--- src/rtl/tlb_access_ctrl.sv ---
// Translation front-end between MEM stage and TLB array; also sequences TLBWI/TLBWR and owns CP0 Random.
// Optional: define UNMAPPED_KSEG_EN to let kernel-mode kseg0/kseg1 bypass the TLB.
module tlb_access_ctrl #(
    parameter int TLB_LENGTH = 16,
    parameter int IDX_W      = 4
) (
    input  logic             Clk,
    input  logic             Rst,
    input  logic             ReqValid,
    input  logic [31:0]      ReqAddr,
    input  logic             ReqWrite,
    input  logic             KernelMode,
    output logic             ReqReady,
    output logic             RespValid,
    output logic [31:0]      RespPAddr,
    output logic             RespExc,
    output logic [4:0]       RespExcCode,
    output logic [31:0]      RespBadVAddr,
    output logic [31:0]      TlbVAddr,
    input  logic [31:0]      TlbPAddr,
    input  logic             TlbHit,
    output logic             TlbWEn,
    output logic [IDX_W-1:0] TlbIndex,
    output logic [64:0]      TlbNewVal,
    input  logic             TlbwiReq,
    input  logic             TlbwrReq,
    input  logic [64:0]      EntryVal,
    input  logic [IDX_W-1:0] IndexReg,
    input  logic [IDX_W-1:0] WiredReg,
    output logic [IDX_W-1:0] RandomOut,
    output logic             WrDone
);

    localparam logic [1:0] S_IDLE   = 2'd0;
    localparam logic [1:0] S_LOOKUP = 2'd1;
    localparam logic [1:0] S_RESP   = 2'd2;
    localparam logic [1:0] S_WRITE  = 2'd3;

    localparam logic [IDX_W-1:0] RAND_TOP = IDX_W'(TLB_LENGTH - 1);

    localparam logic [4:0] EXC_TLBL = 5'd2;
    localparam logic [4:0] EXC_TLBS = 5'd3;
    localparam logic [4:0] EXC_ADEL = 5'd4;
    localparam logic [4:0] EXC_ADES = 5'd5;

    logic [1:0]       r_state;
    logic             r_write;
    logic [31:0]      r_tlb_vaddr;
    logic [31:0]      r_resp_paddr;
    logic             r_resp_exc;
    logic [4:0]       r_resp_code;
    logic [31:0]      r_resp_bad;
    logic [IDX_W-1:0] r_wr_index;
    logic [64:0]      r_wr_val;
    logic [IDX_W-1:0] r_random;

    logic             w_write_req;
    logic             w_addr_err;
    logic             w_unmapped;
    logic [IDX_W-1:0] w_random_nxt;

    assign w_write_req = TlbwiReq | TlbwrReq;
    assign w_addr_err  = ReqAddr[31] & ~KernelMode;

`ifdef UNMAPPED_KSEG_EN
    assign w_unmapped = KernelMode & (ReqAddr[31:30] == 2'b10);
`else
    assign w_unmapped = 1'b0;
`endif

    // Random walks down from the top to Wired, then wraps back to the top.
    always_comb begin
        w_random_nxt = r_random - 1'b1;
        if (WiredReg == RAND_TOP || r_random == WiredReg || r_random == '0)
            w_random_nxt = RAND_TOP;
    end

    always_ff @(posedge Clk or negedge Rst) begin
        if (!Rst) r_random <= RAND_TOP;
        else      r_random <= w_random_nxt;
    end

    always_ff @(posedge Clk or negedge Rst) begin
        if (!Rst) begin
            r_state      <= S_IDLE;
            r_write      <= 1'b0;
            r_tlb_vaddr  <= '0;
            r_resp_paddr <= '0;
            r_resp_exc   <= 1'b0;
            r_resp_code  <= '0;
            r_resp_bad   <= '0;
            r_wr_index   <= '0;
            r_wr_val     <= '0;
        end else begin
            case (r_state)
                S_IDLE: begin
                    if (w_write_req) begin
                        r_wr_index <= TlbwiReq ? IndexReg : r_random;
                        r_wr_val   <= EntryVal;
                        r_state    <= S_WRITE;
                    end else if (ReqValid) begin
                        r_write <= ReqWrite;
                        if (w_addr_err) begin
                            r_resp_exc   <= 1'b1;
                            r_resp_code  <= ReqWrite ? EXC_ADES : EXC_ADEL;
                            r_resp_bad   <= ReqAddr;
                            r_resp_paddr <= '0;
                            r_state      <= S_RESP;
                        end else if (w_unmapped) begin
                            r_resp_exc   <= 1'b0;
                            r_resp_code  <= '0;
                            r_resp_paddr <= {3'b000, ReqAddr[28:0]};
                            r_state      <= S_RESP;
                        end else begin
                            r_tlb_vaddr <= ReqAddr;
                            r_state     <= S_LOOKUP;
                        end
                    end
                end
                S_LOOKUP: begin
                    if (TlbHit) begin
                        r_resp_exc   <= 1'b0;
                        r_resp_code  <= '0;
                        r_resp_paddr <= TlbPAddr;
                    end else begin
                        r_resp_exc   <= 1'b1;
                        r_resp_code  <= r_write ? EXC_TLBS : EXC_TLBL;
                        r_resp_bad   <= r_tlb_vaddr;
                        r_resp_paddr <= '0;
                    end
                    r_state <= S_RESP;
                end
                S_RESP:  r_state <= S_IDLE;
                default: r_state <= S_IDLE;
            endcase
        end
    end

    // Gated with Rst so nothing is advertised while reset is held.
    assign ReqReady     = Rst & (r_state == S_IDLE) & ~w_write_req;
    assign RespValid    = (r_state == S_RESP);
    assign RespPAddr    = r_resp_paddr;
    assign RespExc      = r_resp_exc;
    assign RespExcCode  = r_resp_code;
    assign RespBadVAddr = r_resp_bad;
    assign TlbVAddr     = r_tlb_vaddr;
    assign TlbWEn       = (r_state == S_WRITE);
    assign WrDone       = (r_state == S_WRITE);
    assign TlbIndex     = r_wr_index;
    assign TlbNewVal    = r_wr_val;
    assign RandomOut    = r_random;

endmodule

--- config.mk ---
export PLATFORM = sky130hd
export DESIGN_NAME = tlb_access_ctrl
export DESIGN_NICKNAME = d
export VERILOG_FILES = /design/src/rtl/tlb_access_ctrl.sv
export SDC_FILE = /design/constraint.sdc
export NUM_CORES = 1
export LEC_CHECK = 0
export ABC_CLOCK_PERIOD_IN_PS = 3840
export BUFFER_PORTS_ARGS = -buffer_cell sky130_fd_sc_hd__buf_2
export CORE_AREA = 2 2 125 127
export DETAILED_ROUTE_END_ITERATION = 8
export DIE_AREA = 0 0 127 129
export GPL_TIMING_DRIVEN = 0
export PLACE_DENSITY_LB_ADDON = 0.25
export REMOVE_ABC_BUFFERS = 1
export SYNTH_ARGS = -nofsm -noshare
export SYNTH_HDL_FRONTEND = slang
export SYNTH_SLANG_ARGS = --single-unit
--- constraint.sdc ---
create_clock -name Clk -period 3.84 [get_ports Clk]
set_clock_uncertainty 0.1 [all_clocks]
set_input_delay 0 -clock Clk [delete_from_list [all_inputs] [get_ports Clk]]
set_output_delay 0 -clock Clk [all_outputs]
set_load 0.1 [all_outputs]
==> flow_metrics.env, run 1 <==
export IMPL_setup_viol=0
export IMPL_synth_edf_count=0
export IMPL_synth_warnings=0
export IMPL_numPortBuffers=321
export IMPL_ys_seq_elements=176
export IMPL_synthFlopType="dfrtp_1"
export IMPL_critPathMaxStageDelay_ps=810
export IMPL_overflow=0
export IMPL_nFillCells=850
export IMPL_fin_crit_ps=2767
export IMPL_grt_pass1_vias=6726
export IMPL_synth_area_leaders="dfrtp_1, mux2_4, mux2_2"
export IMPL_cts_tree="done"
export IMPL_fp_row_count=45
export IMPL_syn_cell_area_um2=7694
export IMPL_r2r_start="r_state[0]"
export IMPL_vias_per_cell=5.237
export IMPL_synthArstFlopShare_pct=100.0
export IMPL_synth_most_common_cell="dfrtp_1"
export IMPL_path_max_fanout=36
export IMPL_start_util_pct=51.37
export IMPL_max_cap_viol_count=0
export IMPL_die_y_um=129
export IMPL_rsz0062_at_grt="no"
export IMPL_cts_path_max_buffers=2
export IMPL_dieArea_um2=16380
export IMPL_max_freq_ghz=0.3613
export IMPL_gp_congestion=0.8231
export IMPL_fin_tns_setup_ps=0
export IMPL_fin_crit_sh_pct=72.07
export IMPL_cts_root_buffer="clkbuf_16"
export IMPL_ant_nets=0
export IMPL_synth_top_cell_area_share_pct=55.94
export IMPL_end_kind="register"
export IMPL_startpoint_type="register"
export IMPL_synth_top_cell_by_area="dfrtp_1"
export IMPL_hold_violations=0
export IMPL_timing_rr_end="RespBadVAddr[27]"
export IMPL_status="complete, no violations"
export IMPL_ff2ff_setup_slack_ps=1070
export IMPL_reg2reg_depth=4
export IMPL_clock_latency_ps=410
export IMPL_cts_clk_slew_worst_paths_ps=80
export IMPL_yosysSeqAreaShare_pct=57.31
export IMPL_grt_max_degree=104
export IMPL_ys_types=41
export IMPL_tightestPinTransition_ps=1064
export IMPL_arrival_ps=2970
export IMPL_globalRouteTotalUtil_pct=27.90
export IMPL_cp_slowest_cell="nor2b_4"
export IMPL_drc=0
export IMPL_hold_path_class="in -> async"
export IMPL_area_delta_synth_final_pct=49.34
export IMPL_maxSlewViolCount=0
export IMPL_slew_headroom_pct=28.85
export IMPL_wl_um=23020
export IMPL_synth_common_cells="dfrtp_1, mux2_4, mux2_2"
export IMPL_diodes=0
export IMPL_ios=324
export IMPL_first_iter_violations=361
export IMPL_antenna_found_initial=0
export IMPL_numCtsBuffers=17
export IMPL_grt_pass1_wl_um=35540
export IMPL_fin_nets=1137
export IMPL_clock_sinks=176
export IMPL_critical_path_class="reg -> reg"
export IMPL_first_pass_iters=5
export IMPL_core_area_um2=14980
export IMPL_path_cells="nor2b_4 -> buf_12 -> a22o_4 -> mux2_2"
export IMPL_htreeDepth=4
export IMPL_die_x_um=127
export IMPL_num_vias=6242
export IMPL_hpwl_um=13630
export IMPL_wl_per_cell_um=19.31
export IMPL_synth_avg_cell_area_um2=14.35
export IMPL_worstPathRequired_ps=4040
export IMPL_syn_instance_count=536
export IMPL_drive_gt1_share_pct=52.49
## critical path: cells and delay by family, from the launching register on
| family | cells | cell delay (ps) |
|---|---|---|
| DFF | 1 | 540 |
| muxes | 1 | 390 |
| buffers and inverters | 1 | 300 |
| AOI/OAI and AO/OA | 1 | 480 |
| and+or+nand+nor | 1 | 810 |
## sequential cells by signal, indices dropped and copies added, names as in the netlist, 2 cells and up
name and count:
TlbVAddr 32, TlbNewVal 65, r_state 2, RespPAddr 32, RandomOut 4, RespBadVAddr 32
RespExcCode 3, TlbIndex 4
## stage by stage
step	util, %	instances	setup WS (ps)	area (µm²)	hold WS [ps]
floorplan	-	500	423.9	7421	-395.6
global placement	61.85	1009	-332.2	9263	131.9
detailed placement	62.54	1012	1068	9366	-100.3
CTS	76.70	1192	1064	11490	15.29
global route	76.72	1192	886.9	11490	55.76
finish	76.72	1192	1073	11490	13.46
## layout by cell type, fill, tap and decap left out, types with 2 or more instances in the layout
master	instances
nor2_1	2
clkbuf_16	17
buf_16	2
o21ai_0	33
mux2_2	79
nand2_1	38
buf_2	320
nand3_1	35
dlygate4sd3_1	148
mux2_4	80
inv_6	6
clkinvlp_4	2
bufinv_16	4
a31oi_1	5
dfrtp_1	172
mux2i_1	4
xnor2_1	6
mux2_1	2
a21oi_1	9
nor3_1	3
inv_1	3
dfstp_2	4
and2_1	2
conb_1	2
## worst max-delay path by stage
| stage | from | cells past startpoint | to |
|---|---|---|---|
| global route | r_state[0] | 4 | RespBadVAddr[24] |
| detailed placement | r_state[0] | 4 | RespBadVAddr[3] |
| floorplan | r_state[1] | 3 | TlbNewVal[0] |
| CTS | r_state[0] | 4 | RespBadVAddr[3] |
| finish | r_state[0] | 4 | RespBadVAddr[27] |
| global placement | r_state[0] | 3 | RespBadVAddr[30] |
## what timing repair did
item / in CTS / in global routing
buffers inserted: 0 / 0
gates resized for setup: 0 / 0
endpoints found under the hold margin: 289 / 0
hold buffers: 148 / 0
## per-layer routing
| layer | vias up | GRT usage [%] | wire length, µm | share of wire (%) |
|---|---|---|---|---|
| li1 | 2796 | - | - | - |
| met1 | 3088 | 31.25 | 8597 | 37 |
| met2 | 298 | 50.44 | 12150 | 53 |
| met3 | 60 | 7.235 | 1545 | 6.7 |
| met4 | 0 | 12.22 | 722 | 3.1 |
| met5 | - | 0 | 0 | 0 |
## kinds of logic (layout without fill, tap and decap cells)
kind of cell	after synthesis	in the layout	synth area share, %
flip-flops	176	176	57.31
multiplexers	165	165	27.99
AND/OR/NAND/NOR	94	94	6.196
AO/OA/AOI/OAI	53	53	3.871
buffers and inverters	40	507	3.740
XOR/XNOR	6	6	0.6830
adder cells (fa/ha/maj)	1	1	0.1626
other	1	2	0.04874
## final cells by class
class	count	area, µm²	share of cell area (%)
Sequential cell	176	4409	38.38
Timing Repair Buffer	472	3173	27.62
Multi-Input combinational cell	321	3022	26.30
Clock buffer	19	442.9	3.855
Tap cell	188	235.2	2.047
Clock inverter	13	196.4	1.710
Inverter	3	11.26	0.09801
Power of run 1 is not shown: default switching activity piles up to over one toggle a cycle in this logic, so the estimate is an artifact.
==> run 2, diff against run 1 <==
--- a/config.mk
+++ b/config.mk
@@ -5,11 +5,13 @@
 export SDC_FILE = /design/constraint.sdc
 export NUM_CORES = 1
 export LEC_CHECK = 0
-export ABC_CLOCK_PERIOD_IN_PS = 3840
+export ABC_AREA = 1
+export ABC_CLOCK_PERIOD_IN_PS = 2200
 export BUFFER_PORTS_ARGS = -buffer_cell sky130_fd_sc_hd__buf_2
-export CORE_AREA = 2 2 125 127
+export CORE_ASPECT_RATIO = 2
+export CORE_MARGIN = 1
+export CORE_UTILIZATION = 43
 export DETAILED_ROUTE_END_ITERATION = 8
-export DIE_AREA = 0 0 127 129
 export GPL_TIMING_DRIVEN = 0
 export PLACE_DENSITY_LB_ADDON = 0.25
 export REMOVE_ABC_BUFFERS = 1
==> constraint.sdc (replaced) <==
create_clock -name Clk -period 2.2 [get_ports Clk]
set_clock_uncertainty 0.1 [all_clocks]
set_input_delay 0 -clock Clk [delete_from_list [all_inputs] [get_ports Clk]]
set_output_delay 0 -clock Clk [all_outputs]
set_load 0.1 [all_outputs]
==> run 2 against run 1 <==
- wire length grew 3.0%
- die area grew 8.3%
- sequential share of layout area grew 0.57 points
- first-iteration DRC count shrank 16%
- count of clock-buffer cells in the layout grew 1
- synthesized cell count grew 65%
- setup slack lost 950 ps
- hold slack lost 9.0 ps
- non-clock buffer count grew 7
- critical path depth grew 2
- synthesized area shrank 3.9%
- highest routed layer unchanged
- register-to-register slack lost 950 ps
==> flow_metrics.env, run 2 <==
export IMPL_grt_pass1_vias=7384
export IMPL_gp_congestion=0.8191
export IMPL_die_x_um=94.71
export IMPL_yosysSeqAreaShare_pct=59.65
export IMPL_cp_slowest_cell="dfrtp_1"
export IMPL_ant_nets=0
export IMPL_die_y_um=187.4
export IMPL_critical_path_class="reg -> reg"
export IMPL_synth_common_cells="nand2_1, dfrtp_1, nand3_1"
export IMPL_antenna_found_initial=0
export IMPL_startpoint_type="register"
export IMPL_final_cell_mix="nand2_1, buf_2, dfrtp_1"
export IMPL_fp_row_count=67
export IMPL_cts_tree="done"
export IMPL_overflow=0
export IMPL_largest_reg_flops=65
export IMPL_cts_path_max_buffers=2
export IMPL_ys_types=26
export IMPL_fin_crit_sh_pct=94.63
export IMPL_path_common_cell="nand2_1"
export IMPL_grt_max_degree=106
export IMPL_synth_top_cell_area_share_pct=58.23
export IMPL_fin_tns_setup_ps=0
export IMPL_first_iter_violations=304
export IMPL_wl_um=23700
export IMPL_hold_violations=0
export IMPL_numPortBuffers=321
export IMPL_core_area_um2=16770
export IMPL_first_pass_iters=5
export IMPL_syn_instance_count=885
export IMPL_critPathMaxStageDelay_ps=460
export IMPL_tightestPinTransition_ps=725.9
export IMPL_cts_clk_slew_worst_paths_ps=70
export IMPL_setup_viol=0
export IMPL_fin_crit_ps=2082
export IMPL_ios=324
export IMPL_worstPathRequired_ps=2410
export IMPL_wl_per_cell_um=15.21
export IMPL_nFillCells=1311
export IMPL_end_kind="register"
export IMPL_synthFlopType="dfrtp_1"
export IMPL_drive_gt1_share_pct=27.98
export IMPL_dieArea_um2=17750
export IMPL_synth_top_cell_by_area="dfrtp_1"
export IMPL_hpwl_um=13840
export IMPL_synth_most_common_cell="nand2_1"
export IMPL_globalRouteTotalUtil_pct=26.93
export IMPL_hold_path_class="in -> async"
export IMPL_final_common_cell="nand2_1"
export IMPL_synth_area_leaders="dfrtp_1, nand2_1, nand3_1"
export IMPL_start_util_pct=44.09
export IMPL_final_util_pct=67.52
export IMPL_syn_cell_area_um2=7392
export IMPL_status="complete, no violations"
export IMPL_diodes=0
export IMPL_clock_sinks=176
export IMPL_path_max_fanout=69
export IMPL_num_vias=7597
export IMPL_grt_pass1_wl_um=36540
export IMPL_slew_headroom_pct=51.56
export IMPL_rsz0062_at_grt="no"
export IMPL_numCtsBuffers=17
export IMPL_vias_per_cell=4.876
export IMPL_fin_nets=1484
export IMPL_synthArstFlopShare_pct=100.0
export IMPL_max_cap_viol_count=0
export IMPL_cts_root_buffer="clkbuf_16"
export IMPL_maxSlewViolCount=0
export IMPL_synth_avg_cell_area_um2=8.353
export IMPL_ys_seq_elements=176
export IMPL_drc=0
export IMPL_max_freq_ghz=0.4804
export IMPL_clock_latency_ps=430
export IMPL_arrival_ps=2290
export IMPL_htreeDepth=4
export IMPL_path_cells="inv_1 -> nand2_2 -> nor2_4 -> inv_4 -> nand2_1 -> nand2_1"
export IMPL_area_delta_synth_final_pct=53.15
export IMPL_synth_warnings=0
export IMPL_synth_edf_count=0
[run 2: changes by cell type in the layout (fill, tap and decap cells not counted), sizes merged, moves of 5 or more]
cell	before	now
dlygate4sd3	148	154
nor2	3	15
clkinv	1	7
a31oi	5	0
nand2	39	450
a21oi	9	2
nand3	36	80
mux2	161	0
o21ai	33	61
xnor2	6	1
inv	9	48
[run 2: path summary, 6_finish.rpt]
kind                       slack, ps  cells after the start             from               to
max                              120                      6       r_state[0]    TlbNewVal[64]
min                                4                      2              Rst     TlbVAddr[14]
max reg2reg                      120                      6       r_state[0]    TlbNewVal[64]
min reg2reg                      370                      2  RespBadVAddr[3]  RespBadVAddr[3]
max in group asynchronous       1070                      3              Rst      TlbIndex[0]
min in group Clk                  20                      6         TlbwrReq     TlbVAddr[25]
[run 2: metrics by stage]
step	std cells	cell area (µm²)	setup WS [ps]	hold WS (ps)
finish	1558	11320	118.2	4.491
global route	1558	11320	0.9068	48.67
CTS	1558	11320	29.54	4.470
detailed placement	1368	9097	-1878	-105.3
global placement	1365	9015	-1876	98.91
floorplan	837	7149	-524.0	-395.6
[run 2: logic make-up (layout without fill, tap and decap cells)]
group / after synthesis / after routing / synth area share, %
and+or+nand+nor: 548 / 551 / 30.08
DFF: 176 / 176 / 59.65
buffers and inverters: 95 / 557 / 5.670
AOI/OAI and AO/OA: 63 / 63 / 4.265
adders and majority gates: 1 / 1 / 0.1692
other: 1 / 2 / 0.05073
xor gates and xnor gates: 1 / 1 / 0.1185
[run 2: layer usage]
layer / share of wire, % / vias to the layer above / track usage, % / routed length [µm]
li1: - / 3660 / - / -
met1: 36 / 3558 / 28.39 / 8416
met2: 54 / 306 / 47.76 / 12720
met3: 6.0 / 73 / 5.732 / 1415
met4: 4.9 / 0 / 15.56 / 1150
met5: 0 / - / 0 / 0
[run 2: timing repair]
action / in CTS / in global routing
cloned: 3 / 0
pin swaps: 3 / 0
resized for setup: 12 / 2
hold buffers: 154 / 0
buffers inserted: 1 / 0
endpoints found under the hold margin: 311 / 0
setup endpoints to repair: 154 / 32
[run 2: area by class of cell]
type / instances / area (µm²) / area share [%]
flip-flops and latches: 176 / 4409 / 38.95
repair buffers: 479 / 3233 / 28.56
multi-input cells: 618 / 2658 / 23.47
clock buffers: 20 / 446.7 / 3.946
well taps: 207 / 259.0 / 2.288
inverters: 46 / 180.2 / 1.592
clock inverters: 12 / 135.1 / 1.194
[run 2: worst max-delay path, delay by kind of cell, from the launching register on]
family                 cells  cell delay [ps]
buffers and inverters      2              530
AND/OR/NAND/NOR            4              830
flip-flops                 1              460
Power of run 2 is left out for the same reason.
==> run 3, diff against run 2 <==
--- a/config.mk
+++ b/config.mk
@@ -7,13 +7,12 @@
 export LEC_CHECK = 0
 export ABC_AREA = 1
 export ABC_CLOCK_PERIOD_IN_PS = 2200
-export BUFFER_PORTS_ARGS = -buffer_cell sky130_fd_sc_hd__buf_2
-export CORE_ASPECT_RATIO = 2
-export CORE_MARGIN = 1
-export CORE_UTILIZATION = 43
+export CORE_AREA = 2 2 125 127
 export DETAILED_ROUTE_END_ITERATION = 8
+export DIE_AREA = 0 0 127 129
+export DONT_BUFFER_PORTS = 1
 export GPL_TIMING_DRIVEN = 0
-export PLACE_DENSITY_LB_ADDON = 0.25
+export PLACE_DENSITY = 0.78
 export REMOVE_ABC_BUFFERS = 1
 export SYNTH_ARGS = -nofsm -noshare
 export SYNTH_HDL_FRONTEND = slang
==> run 3 against run 2 <==
- the run now ends with negative hold slack left
- via count decreased by 14%
- register-to-register slack got worse by 30 ps
- core utilization is 3.0 points lower
- wire length fell by 6.2%
- final cell count is 22% lower
- count of clock-buffer cells in the layout fell by 2
- critical path depth fell by 1
- hold slack worse by 840 ps
- sequential share of layout area rose by 6.7 points
- global-route usage fell by 0.65 points
==> flow_metrics.env, run 3 (synthesis gave the netlist of run 2 again) <==
export IMPL_status="complete, but fails checks"
export IMPL_violations="negative hold slack"
export IMPL_core_area_um2=14980
export IMPL_start_util_pct=49.36
export IMPL_clock_sinks=176
export IMPL_antenna_found_initial=0
export IMPL_fin_crit_ps=2111
export IMPL_drc=0
export IMPL_fin_nets=1162
export IMPL_fin_crit_sh_pct=95.95
export IMPL_wl_um=22240
export IMPL_maxSlewViolCount=0
export IMPL_ios=324
export IMPL_nFillCells=1113
export IMPL_slew_headroom_pct=26.58
export IMPL_globalRouteTotalUtil_pct=26.28
export IMPL_largest_reg_flops=65
export IMPL_cts_root_buffer="clkbuf_16"
export IMPL_die_x_um=127
export IMPL_ff2ff_setup_slack_ps=90
export IMPL_ant_nets=0
export IMPL_clock_latency_ps=420
export IMPL_hold_path_class="in -> async"
export IMPL_grt_pass1_wl_um=33920
export IMPL_critical_path_class="reg -> reg"
export IMPL_setup_viol=0
export IMPL_first_pass_iters=5
export IMPL_rsz0062_at_grt="no"
export IMPL_cts_clk_slew_worst_paths_ps=70
export IMPL_drive_gt1_share_pct=6.122
export IMPL_die_y_um=129
export IMPL_numPortBuffers=0
export IMPL_hold_violations=176
export IMPL_end_kind="register"
export IMPL_numCtsBuffers=17
export IMPL_grt_pass1_vias=6506
export IMPL_gp_congestion=0.8235
export IMPL_hold_buffers=153
export IMPL_htreeDepth=4
export IMPL_vias_per_cell=5.383
export IMPL_max_cap_viol_count=0
export IMPL_path_max_fanout=5
export IMPL_area_sequential_um2=4409
export IMPL_overflow=0
export IMPL_area_delta_synth_final_pct=30.81
export IMPL_whs_ps=-830.6
export IMPL_max_freq_ghz=0.4737
export IMPL_arrival_ps=2370
export IMPL_diodes=0
export IMPL_grt_max_degree=178
export IMPL_tightestPinTransition_ps=1100
export IMPL_cts_tree="done"
export IMPL_final_cell_mix="nand2_1, dfrtp_1, dlygate4sd3_1"
export IMPL_wl_per_cell_um=18.28
export IMPL_worstPathRequired_ps=2460
export IMPL_first_iter_violations=502
export IMPL_startpoint_type="register"
export IMPL_dieArea_um2=16380
export IMPL_hpwl_um=12360
export IMPL_multi_input_area_um2=2670
export IMPL_final_common_cell="nand2_1"
export IMPL_cts_path_max_buffers=2
export IMPL_fp_row_count=45
export IMPL_num_vias=6551
run 3: cell count changes in the layout (fill, tap and decap cells not counted), moves of 2 or more:
cell and change:
clkinv_2 -2, nor2_1 -3, inv_6 +2, buf_2 -320, clkinv_4 -2, clkbuf_1 -2
inv_8 +4, clkinvlp_4 +2, nor2_2 +2
run 3: critical path, cell delays in order, from the launching register on:
cell and delay, ps:
dfstp_2 910, inv_1 170, o21ai_0 180, dlygate4sd3_1 570
nand2_1 50, nand2_1 60
run 3: worst paths after layout:
kind	start	to	depth (start not counted)
max	RandomOut[2]	TlbIndex[2]	5
min	Rst	TlbNewVal[64]	0
max reg2reg	RandomOut[2]	TlbIndex[2]	5
min reg2reg	r_write	r_write	2
max in group asynchronous	Rst	RandomOut[0]	0
min in group Clk	EntryVal[24]	TlbNewVal[24]	3
run 3: what timing repair did:
| item | CTS | global route |
|---|---|---|
| hold endpoints to repair | 350 | 176 |
| setup buffers | 2 | 0 |
| gates cloned | 2 | 1 |
| setup endpoints to repair | 138 | 42 |
| pin swaps | 2 | 2 |
| gates resized for setup | 11 | 5 |
run 3: per-layer routing:
metal,track usage [%],vias up,part of all wire (%)
met5,0,-,0
met3,8.565,58,9.1
met4,11.18,0,3.1
met1,31.04,3116,38
met2,44.50,365,49
li1,-,3012,-
run 3: cell type report:
cell class                      count  share of cell area (%)
Tap cell                          188                   2.433
Timing Repair Buffer              157                   16.41
Clock buffer                       18                   4.542
Inverter                           46                   1.889
Clock inverter                     14                   1.514
Sequential cell                   176                   45.60
Multi-Input combinational cell    618                   27.61
run 3: per-stage QoR:
stage	setup WS [ps]	area (µm²)	util [%]	TNS, ps	instances
floorplan	-524.0	7149	-	-30010	837
global placement	-1625	7385	49.31	-134290	1025
detailed placement	-1785	7435	49.64	-94460	1027
CTS	10.01	9637	64.34	0	1216
global route	0.5100	9669	64.56	0	1217
finish	89.02	9669	64.56	0	1217
Power of run 3 is left out for the same reason.
